### config.mk
export PLATFORM = sky130hd
export DESIGN_NAME = fios_res_collector
export DESIGN_NICKNAME = d
export VERILOG_FILES = /design/src/rtl/fios_pkg.sv /design/src/rtl/fios_word_sub.sv /design/src/rtl/fios_res_collector.sv
export SDC_FILE = /design/constraint.sdc
export NUM_CORES = 1
export LEC_CHECK = 0
export CORE_ASPECT_RATIO = 1.4
export CORE_MARGIN = 1
export CORE_UTILIZATION = 45
export DETAILED_ROUTE_END_ITERATION = 8
export DONT_BUFFER_PORTS = 1
export PLACE_DENSITY = 0.66
export SYNTH_ARGS = -nofsm -noshare
export SYNTH_HDL_FRONTEND = slang
export SYNTH_SLANG_ARGS = --single-unit
### constraint.sdc
create_clock -name clock_i -period 6.95 [get_ports clock_i]
set_input_delay 1.39 -clock clock_i [delete_from_list [all_inputs] [get_ports clock_i]]
set_output_delay 1.39 -clock clock_i [all_outputs]
set_load 0.05 [all_outputs]
### src/rtl/fios_pkg.sv
// ---------------------------------------------------------------------------
// fios_pkg : shared types for the FIOS result path
// Rev 1.0
// ---------------------------------------------------------------------------
`default_nettype none

package fios_pkg;

  localparam int WORD_W = 17;

  typedef logic [WORD_W-1:0] word_t;

  typedef enum logic [1:0] {
    IDLE    = 2'd0,
    COLLECT = 2'd1,
    HOLD    = 2'd2
  } collector_state_t;

endpackage

`default_nettype wire

### src/rtl/fios_word_sub.sv
// ---------------------------------------------------------------------------
// fios_word_sub : 17-bit subtract-with-borrow slice (diff = a - b - borrow_in)
// Rev 1.0
// ---------------------------------------------------------------------------
`default_nettype none

module fios_word_sub
  import fios_pkg::*;
(
  input  logic  [WORD_W-1:0] a,
  input  logic  [WORD_W-1:0] b,
  input  logic               borrow_in,
  output logic  [WORD_W-1:0] diff,
  output logic               borrow_out
);

  logic [WORD_W:0] wide;

  // One extra bit catches the borrow as the sign of the widened difference
  assign wide       = {1'b0, a} - {1'b0, b} - {{WORD_W{1'b0}}, borrow_in};
  assign diff       = wide[WORD_W-1:0];
  assign borrow_out = wide[WORD_W];

endmodule

`default_nettype wire

### src/rtl/fios_res_collector.sv
// ---------------------------------------------------------------------------
// fios_res_collector : reassembles FIOS result words and applies final -p
// Rev 1.0
// ---------------------------------------------------------------------------
`default_nettype none

module fios_res_collector
  import fios_pkg::*;
#(
  parameter int s         = 8,
  parameter bit FINAL_SUB = 1'b1
) (
  input  logic                clock_i,
  input  logic                reset_i,
  input  logic                res_valid_i,
  input  logic [WORD_W-1:0]   res_word_i,
  input  logic [s*WORD_W-1:0] p_full_i,
  output logic [s*WORD_W-1:0] result_o,
  output logic                result_valid_o,
  input  logic                result_ready_i,
  output logic                busy_o,
  output logic                overrun_o
);

  localparam int W  = s * WORD_W;
  localparam int IW = (s > 1) ? $clog2(s) : 1;

  collector_state_t state;
  logic [IW-1:0]    idx;
  logic             borrow;
  logic [W-1:0]     r_acc;
  logic [W-1:0]     d_acc;
  logic [W-1:0]     p_lat;
  logic [W-1:0]     result;
  logic             result_valid;
  logic             overrun;

  logic             accept;
  logic             first;
  logic             last;
  logic [IW-1:0]    cur_idx;
  word_t            sub_b;
  logic             sub_bin;
  word_t            sub_diff;
  logic             sub_bout;
  logic [W-1:0]     r_next;
  logic [W-1:0]     d_next;
  logic [W-1:0]     sel;

  // HOLD only takes a word when the held result leaves in the same cycle
  assign accept  = res_valid_i && ((state != HOLD) || result_ready_i);
  assign first   = (state != COLLECT);
  assign cur_idx = first ? '0 : idx;
  assign last    = (cur_idx == IW'(s - 1));
  // Word 0 arrives before p is latched, so it reads the modulus port directly
  assign sub_b   = first ? p_full_i[WORD_W-1:0] : p_lat[int'(cur_idx)*WORD_W +: WORD_W];
  assign sub_bin = first ? 1'b0 : borrow;

  fios_word_sub u_word_sub (
    .a          (res_word_i),
    .b          (sub_b),
    .borrow_in  (sub_bin),
    .diff       (sub_diff),
    .borrow_out (sub_bout)
  );

  always_comb begin
    r_next = r_acc;
    d_next = d_acc;
    r_next[int'(cur_idx)*WORD_W +: WORD_W] = res_word_i;
    d_next[int'(cur_idx)*WORD_W +: WORD_W] = sub_diff;
    sel = (FINAL_SUB && !sub_bout) ? d_next : r_next;
  end

  always_ff @(posedge clock_i) begin
    if (reset_i) begin
      state        <= IDLE;
      idx          <= '0;
      borrow       <= 1'b0;
      r_acc        <= '0;
      d_acc        <= '0;
      p_lat        <= '0;
      result       <= '0;
      result_valid <= 1'b0;
      overrun      <= 1'b0;
    end else begin
      case (state)
        HOLD: begin
          if (result_ready_i) begin
            result_valid <= 1'b0;
            state        <= IDLE;
          end else if (res_valid_i) begin
            overrun <= 1'b1;
          end
        end
        default: ;
      endcase

      // Word acceptance overrides the HOLD->IDLE step for back-to-back results
      if (accept) begin
        r_acc  <= r_next;
        d_acc  <= d_next;
        borrow <= sub_bout;
        if (first) p_lat <= p_full_i;
        if (last) begin
          state        <= HOLD;
          idx          <= '0;
          result       <= sel;
          result_valid <= 1'b1;
        end else begin
          state <= COLLECT;
          idx   <= cur_idx + IW'(1);
        end
      end
    end
  end

  assign result_o       = result;
  assign result_valid_o = result_valid;
  assign busy_o         = (state == COLLECT);
  assign overrun_o      = overrun;

endmodule

`default_nettype wire

==> results.md, run 1 <==
- The flow ran to the end, but the final reports show violations.
- The checks that failed: slew limit.
- In the synthesized netlist the dominant register cell turns out to be sky130_fd_sc_hd__dfxtp_1.
- The transition time at the pin with the least slew margin is 2.13 ns.
- The post-placement cell count is 3752.
- The final hold violation count is 0.
- The detailed-route wire length is 89.0 mm.
- The first TritonRoute pass finished after 6 iterations.
- The post-layout minimum cycle time is 6.14 ns.
- The total global routing overflow is 0.
- In the final routed layout, each cell accounts on average for 23.1 um.
- STA puts the critical path data arrival time at 6.64 ns.
- Routability-driven placement finished with a final weighted congestion of 0.947.
- For the worst setup path, the data required time is 7.45 ns.
- Clock skew on the completed layout was measured at 0.0165 ns.
- The detailed placer's ending HPWL is 59.4 mm.
- Across the VDD grid, the largest voltage drop is 0.000200 V.
- The kind of critical path is reg2reg.
- The launching point of the worst reg2reg path is idx[1].
- Based on the critical path, the design can be clocked at up to 163 MHz.
- 296 I/O pins were placed.
- The number of nets in the layout is 3277.
- The worst slew margin relative to its limit is -0.420.
- The die covers 57000 um2.
- The power per cell area is 284 nW/um2.
- The die width is 202 um.
- The final setup violation count is 0.
- The static leakage power is 0.00958 uW.
- The final core area utilization is 0.495.
- For this configuration, the core starts out at a cell density of 0.455.
- The number of standard cells after synthesis is 3256.
- The total track usage is 0.302.
- After routing, the total negative slack on setup checks comes to 0 ns.
- The startpoint identified for the worst hold timing path is d_acc[99].
- For this run, asynchronously set or reset flops after synthesis account for 0.
- The number of global-route vias before repair was 21600.
- The number of synthesized flops with an enable pin is 0.
- The number of gates resized after CTS is 0.
- The cell area that synthesis handed to floorplanning was 25200 um2.
- The worst hold slack across all endpoints is 0.452 ns.
- The initial antenna violation count is 0.
- Clock latency on the worst-skew pair, taken at its later pin, is 0.61 ns.
- Measured along the y axis, the die boundary spans 282 um.
- The number of sinks driven by the clock tree is 552.
- The slowest stage of the critical path belongs to the cell sky130_fd_sc_hd__mux2i_1.
- The post-synthesis sequential element count is 552.
- Of the available clock period, the critical path in the final layout requires 0.883.
- The first global-routing pass estimated 133 mm of wire.
- The number of nets in the synthesized netlist is 3453.
- Counting instances, the worst hold path has a depth of 2.
- Walking the worst path, the cells encountered are and2_2 > mux2i_1 > mux4_2 > o21ai_0 > fa_1 > ha_1 > or2_2 > fa_1 > nand2b_1 > a2111oi_4 > o31ai_1 > a21oi_1 > xnor2_1 > mux2i_1 > o21ai_0 > a32o_1.
- Entering global routing, the biggest net connects 472 pins.
- The largest single stage delay on the critical path is 0.80 ns.
- The number of buffers inserted for hold repair after clock tree synthesis is 0.
- The maximum net fanout on the critical path is 16.
- The share of layout cells above drive strength 1 is 0.0627.
- The total count of max-transition violations in the final report is 233.
- Counting cells, the worst reg-to-reg path comes to 16.
- After floorplanning, the core was sized to cover 55400 um2.
- The path class of the tightest hold or removal check is reg2reg.
- The TritonCTS clock tree is done.
- The longest clock path from root to sink contains 3 buffers.
- The sequential cell area fraction in the yosys report is 0.438.
- The number of levels the H-tree was split into is 2.
- The worst setup path is launched from a flop.
- The number of buffers added by the clock tree synthesis step is 54.
- The tree is rooted in a sky130_fd_sc_hd__clkbuf_16.
- In this run the tool buffered the top-level ports with 0 buffer cells.
- Post-CTS timing repair inserted 0 buffers for setup.
- The worst setup path is captured at a flop.
- The yosys synthesis warning count is 0.
- The ratio of routed vias to standard cells is 6.03.
- The launching element of the worst setup path is idx[1].
- Clock-pin slew was measured on the worst setup and hold paths at 0.07 ns.
- In this run the remaining antenna-violating nets after routing total 0.
- The final route contains 23200 vias.
- The layout-stage area growth over the synthesis result is 8.61%.
- Setup repair after global routing left no endpoint under its margin.
- For this run, design rule violations remaining after detail routing come to 0.
- The number of DRC markers after the initial detailed-route iteration is 2075.
- The number of fillers in the final layout is 5381.
- Across the run, the number of max-cap violations was 0.
- After synthesis, the netlist uses 74 different library cells.
- After floorplanning, the core was divided into 102 placement rows.
- The non-filler instance count after layout is 3854.
- Each instance of the synthesized netlist takes up on average 7.75 um2.
-- metal layers --
metal,part of all wire,track usage,vias to the layer above
met5,0,0,-
met4,0.065,0.180,0
met3,0.088,0.0717,261
met2,0.48,0.506,1014
met1,0.37,0.350,11100
li1,-,-,10800
-- where the power goes --
group	internal (uW)	switching [uW]	total (uW)
clock	1840	1300	3140
sequential	3260	56.6	3310
combinational	410	923	1330
-- placed cells by master, fill, tap and decap left out, types with 11 or more instances in the layout --
cell type,instances
sky130_fd_sc_hd__a221o_1,20
sky130_fd_sc_hd__inv_1,52
sky130_fd_sc_hd__a32o_1,26
sky130_fd_sc_hd__ha_1,38
sky130_fd_sc_hd__clkbuf_8,14
sky130_fd_sc_hd__o31ai_1,19
sky130_fd_sc_hd__a21oi_1,467
sky130_fd_sc_hd__clkbuf_1,11
sky130_fd_sc_hd__dfxtp_1,551
sky130_fd_sc_hd__mux2i_1,123
sky130_fd_sc_hd__nor3_1,58
sky130_fd_sc_hd__o21ai_0,59
sky130_fd_sc_hd__a31oi_1,12
sky130_fd_sc_hd__nand2_1,808
sky130_fd_sc_hd__clkbuf_16,57
sky130_fd_sc_hd__mux2_2,14
sky130_fd_sc_hd__nand3_1,107
sky130_fd_sc_hd__xnor2_1,13
sky130_fd_sc_hd__o211ai_1,31
sky130_fd_sc_hd__nor2_1,293
sky130_fd_sc_hd__o221ai_1,32
sky130_fd_sc_hd__buf_4,52
sky130_fd_sc_hd__a211oi_1,79
sky130_fd_sc_hd__and2_1,17
-- cells by family (layout without fill, tap and decap cells) --
family                   after synthesis  in the layout  share of synthesized area
adder cells (fa/ha/maj)               40             40                     0.0204
AO/OA/AOI/OAI                        815            815                      0.199
other                                  0              2                          0
flip-flops                           552            552                      0.438
AND/OR/NAND/NOR                     1341           1341                      0.216
multiplexers                         153            153                     0.0674
buffers and inverters                338            206                     0.0527
XOR/XNOR                              17             17                    0.00590
-- per-stage QoR --
stage / total power (uW) / worst slack (ns) / cell area, um2
after floorplan: 4260 / 1.44 / 25200
after global placement: 4660 / 1.15 / 25500
after detailed placement: 4680 / 0.990 / 25500
after CTS: 7790 / 0.953 / 27400
after global routing: 8030 / 0.546 / 27400
final: 7780 / 0.812 / 27400
-- synth_stat cells (19+ instances only) --
master                     instances  share of area
sky130_fd_sc_hd__a32o_1           26          0.010
sky130_fd_sc_hd__o31ai_1          19         0.0057
sky130_fd_sc_hd__dfxtp_1         552           0.44
sky130_fd_sc_hd__o21ai_0          59          0.012
sky130_fd_sc_hd__a211oi_1         79          0.024
sky130_fd_sc_hd__a21oi_1         467          0.093
sky130_fd_sc_hd__inv_1            52         0.0077
sky130_fd_sc_hd__buf_1            19         0.0028
sky130_fd_sc_hd__o221ai_1         32          0.011
sky130_fd_sc_hd__mux2i_1         123          0.049
sky130_fd_sc_hd__ha_1             38          0.019
sky130_fd_sc_hd__nand2_1         810           0.12
sky130_fd_sc_hd__nor3_1           58          0.012
sky130_fd_sc_hd__nor2_1          298          0.044
sky130_fd_sc_hd__nand3_1         107          0.021
sky130_fd_sc_hd__and2_1           19         0.0047
sky130_fd_sc_hd__o211ai_1         31         0.0092
sky130_fd_sc_hd__buf_2            21         0.0042
sky130_fd_sc_hd__clkbuf_1        241          0.036
sky130_fd_sc_hd__a221o_1          20         0.0079
-- flip-flops by register name, indices dropped and copies added (netlist names) --
register and flops:
borrow 1, d_acc 136, idx 3, overrun_o 1
p_lat 136, r_acc 136, result_o 136, result_valid_o 1
state 2
-- path summary, 6_finish.rpt --
| check | end | slack (ns) |
|---|---|---|
| max | result_o[63] | 0.81 |
| min | d_acc[99] | 0.45 |
| max reg2reg | result_o[63] | 0.81 |
| min reg2reg | d_acc[99] | 0.45 |
-- final cells by class --
type	instances	area, um2	area share
sequential	552	11100	0.403
timing repair buffer	53	410	0.0150
clock buffer	82	1660	0.0606
multi-input combinational	2366	12900	0.471
clock inverter	18	239	0.00873
tap	728	911	0.0333
antenna	2	5.00	0.000183
inverter	53	199	0.00726
-- critical path: cells and delay by family (launching register included) --
| kind | cells | cell delay, ns |
|---|---|---|
| xor+xnor | 1 | 0.19 |
| fa+ha+maj | 3 | 1.19 |
| mux | 3 | 1.37 |
| flops | 1 | 0.63 |
| simple gates | 3 | 0.91 |
| compound gates | 6 | 1.75 |
(Power assumes the default switching activity.)
==> inputs of run 2 (changes only) <==
Clock period 6.95 ns to 6.3 ns, I/O delays scaled along.
==> results.md, run 2 (synthesis results as in run 1) <==
- The run finished, with violations left.
- The final reports fail on slew limit.
- The number of I/O pins was 296 (unchanged).
- The number of max-cap violations came to 0 (unchanged).
- The number of nets in the layout is 3291 (+0.43%).
- The maximum clock skew at final layout is 0.0232 ns (+0.00668 ns).
- STA classifies the critical path endpoint as a flop.
- The clock latency at the later pin of the worst-skew pair is 0.62 ns (about the same).
- The number of gates resized after CTS is 0 (unchanged).
- The mean routed wirelength per cell is 23.0 um (-0.26%).
- The port buffer count was 0 (unchanged).
- The maximum clock insertion buffer count is 3 (unchanged).
- The switching power is 2470 uW (+8.4%).
- The switching portion of total power came to 0.294 (+0.000948).
- The final setup violation count is 0 (unchanged).
- The share of layout cells above drive strength 1 is 0.0651 (+0.00239).
- The transition time at the pin with the least slew margin is 1.60 ns (-0.528 ns).
- The maximum net fanout on the critical path was 13 (-3).
- The clock-pin slew on the worst setup and hold paths was 0.07 ns (about the same).
- The row count is 102 (unchanged).
- The number of global-route vias before repair is 22100 (+2.2%).
- The post-layout minimum cycle time is 5.76 ns (-0.382 ns).
- The critical path data required time is 6.77 ns (-0.68 ns).
- The number of sinks driven by the clock tree is 552 (unchanged).
- The highest ir drop seen on vdd is 0.000208 V (+4.2%).
- The final estimated routing congestion in global placement is 0.924 (-2.4%).
- The sequential group share of total power is 0.434 (+0.008).
- Setup repair after global routing left no endpoint under its margin.
- The final antenna-violating net count is 0 (unchanged).
- The non-filler instance count after layout came to 3864 (+0.26%).
- In the layout the commonest cells are sky130_fd_sc_hd__nand2_1, sky130_fd_sc_hd__dfxtp_1, sky130_fd_sc_hd__a21oi_1.
- The starting utilization of the core area is 0.455 (unchanged).
- The number of levels the H-tree was split into is 2 (unchanged).
- The library cell used most frequently in the layout, excluding fill and tap cells, is sky130_fd_sc_hd__nand2_1.
- The timing-limited maximum frequency is 174 MHz (+6.6%).
- The die width came to 202 um (unchanged).
- The total power draw is 8410 uW (+8.1%).
- The register-to-register setup slack is 0.54 ns (-0.27 ns).
- The endpoint arrival time on the critical path is 6.23 ns (-0.41 ns).
- In this run the worst hold path is classified as reg2reg.
- The final core area utilization is 0.495 (+0.000497).
- The part of the total power dissipated in combinational logic is 0.178 (+0.007).
- The final hold violation count came to 0 (unchanged).
- The share of the clock period used by the worst path was 0.914 (+0.0305).
- The cell sitting at the root of the clock tree is a sky130_fd_sc_hd__clkbuf_16.
- The total track usage came to 0.304 (+0.00235).
- The static leakage power is 0.00959 uW (+0.15%).
- The area of the core is 55400 um2 (unchanged).
- The cell internal power dissipation came to 5940 uW (+7.9%).
- The total count of max-transition violations in the final report is 106 (-55%).
- The post-detailed-route DRC marker count was 0 (unchanged).
- The number of buffers added for setup after CTS is 0 (unchanged).
- The number of buffers added by the clock tree synthesis step is 52 (-3.7%).
- The TritonCTS clock tree is done.
- The detailed-route wire length was 89.0 mm (about the same).
- The largest net degree at the start of global routing is 472 (unchanged).
- The initial antenna violation count is 2 (+2).
- The kind of critical path is reg2reg.
- The wire length of the first global-routing pass is 133 mm (+0.55%).
- The clock network fraction of total power is 0.388 (-0.015).
- The summed negative setup slack over all endpoints came to 0 ns (unchanged).
- The total global routing overflow is 0 (unchanged).
- The die footprint is 57000 um2 (unchanged).
- The detailed placer's ending HPWL is 60.5 mm (+1.9%).
- The number of iterations in the first detailed-routing pass came to 8 (+2).
- The power per cell area is 307 nW/um2 (+8.0%).
- The worst slew margin relative to its limit is -0.0677 (+0.352).
- The pre-CTS setup slack is 0.663 ns (-0.326 ns).
- The number of buffers inserted for hold repair after clock tree synthesis was 0 (unchanged).
- The worst-case setup margin in the final layout is 0.544 ns (-0.268 ns).
- The die height is 282 um (unchanged).
- The count of vias placed by the detailed router is 23200 (-0.16%).
- STA classifies the critical path startpoint as a flop.
- The ratio of routed vias to standard cells is 6.00 (-0.42%).
- The post-placement cell count is 3768 (+0.43%).
- From synthesis to final layout, the design area changed by 8.72%.
- The number of DRC markers after the initial detailed-route iteration was 1921 (-7.4%).
-- run 2: cell types whose count changed in the layout (fill, tap and decap cells not counted), sizes merged --
cell and change:
diode +2, buf +16, bufinv -1, clkbuf -4
clkinv -1, inv -2
-- run 2: through the flow --
step	cell area, um2	hold slack [ns]
6_report	27400	0.450
3_5_place_dp	25700	0.442
4_1_cts	27400	0.452
3_3_place_gp	25700	0.438
2_1_floorplan	25200	0.432
5_1_grt	27400	0.470
-- run 2: worst paths after layout --
kind	start	end	cells past startpoint
worst max-delay path	state[1]	result_o[114]	18
worst min-delay path	r_acc[0]	r_acc[0]	2
worst min register to register	r_acc[0]	r_acc[0]	2
worst max register to register	state[1]	result_o[114]	18
-- run 2: routing by layer --
metal / track usage / routed length (um) / vias up
met2: 0.514 / 42500 / 999
met3: 0.0727 / 7300 / 267
met1: 0.345 / 33300 / 11000
met4: 0.193 / 5880 / 0
met5: 0 / 0 / -
li1: - / - / 10900
-- run 2: layout make-up --
class	count	area [um2]
Fill cell	5405	28000
Clock buffer	78	1560
Clock inverter	14	179
Inverter	53	199
Tap cell	728	911
Antenna cell	4	10.0
Sequential cell	552	11100
Timing Repair Buffer	69	593
Multi-Input combinational cell	2366	12900
-- run 2: worst max-delay path: stages (launching register included) --
cell	delay, ns
sky130_fd_sc_hd__dfxtp_1	0.35
sky130_fd_sc_hd__nand2b_1	0.18
sky130_fd_sc_hd__inv_1	0.09
sky130_fd_sc_hd__and2_2	0.38
sky130_fd_sc_hd__mux2i_1	0.14
sky130_fd_sc_hd__mux4_2	0.45
sky130_fd_sc_hd__o21ai_0	0.25
sky130_fd_sc_hd__fa_1	0.48
sky130_fd_sc_hd__ha_1	0.23
sky130_fd_sc_hd__or2_2	0.33
sky130_fd_sc_hd__fa_1	0.45
sky130_fd_sc_hd__nand2b_1	0.21
sky130_fd_sc_hd__a2111oi_4	0.48
sky130_fd_sc_hd__o31ai_1	0.25
sky130_fd_sc_hd__a21oi_1	0.32
sky130_fd_sc_hd__xor2_1	0.63
sky130_fd_sc_hd__nor3_1	0.11
sky130_fd_sc_hd__a21oi_1	0.16
sky130_fd_sc_hd__o221ai_1	0.13
-- run 2: power groups by stage --
stage	clock network [uW]	logic (uW)	registers [uW]
after global routing	3410	1580	3660
after global placement	0	1460	3720
after floorplan	0	995	3710
after CTS	3290	1480	3650
after detailed placement	0	1470	3730
final	3260	1500	3650
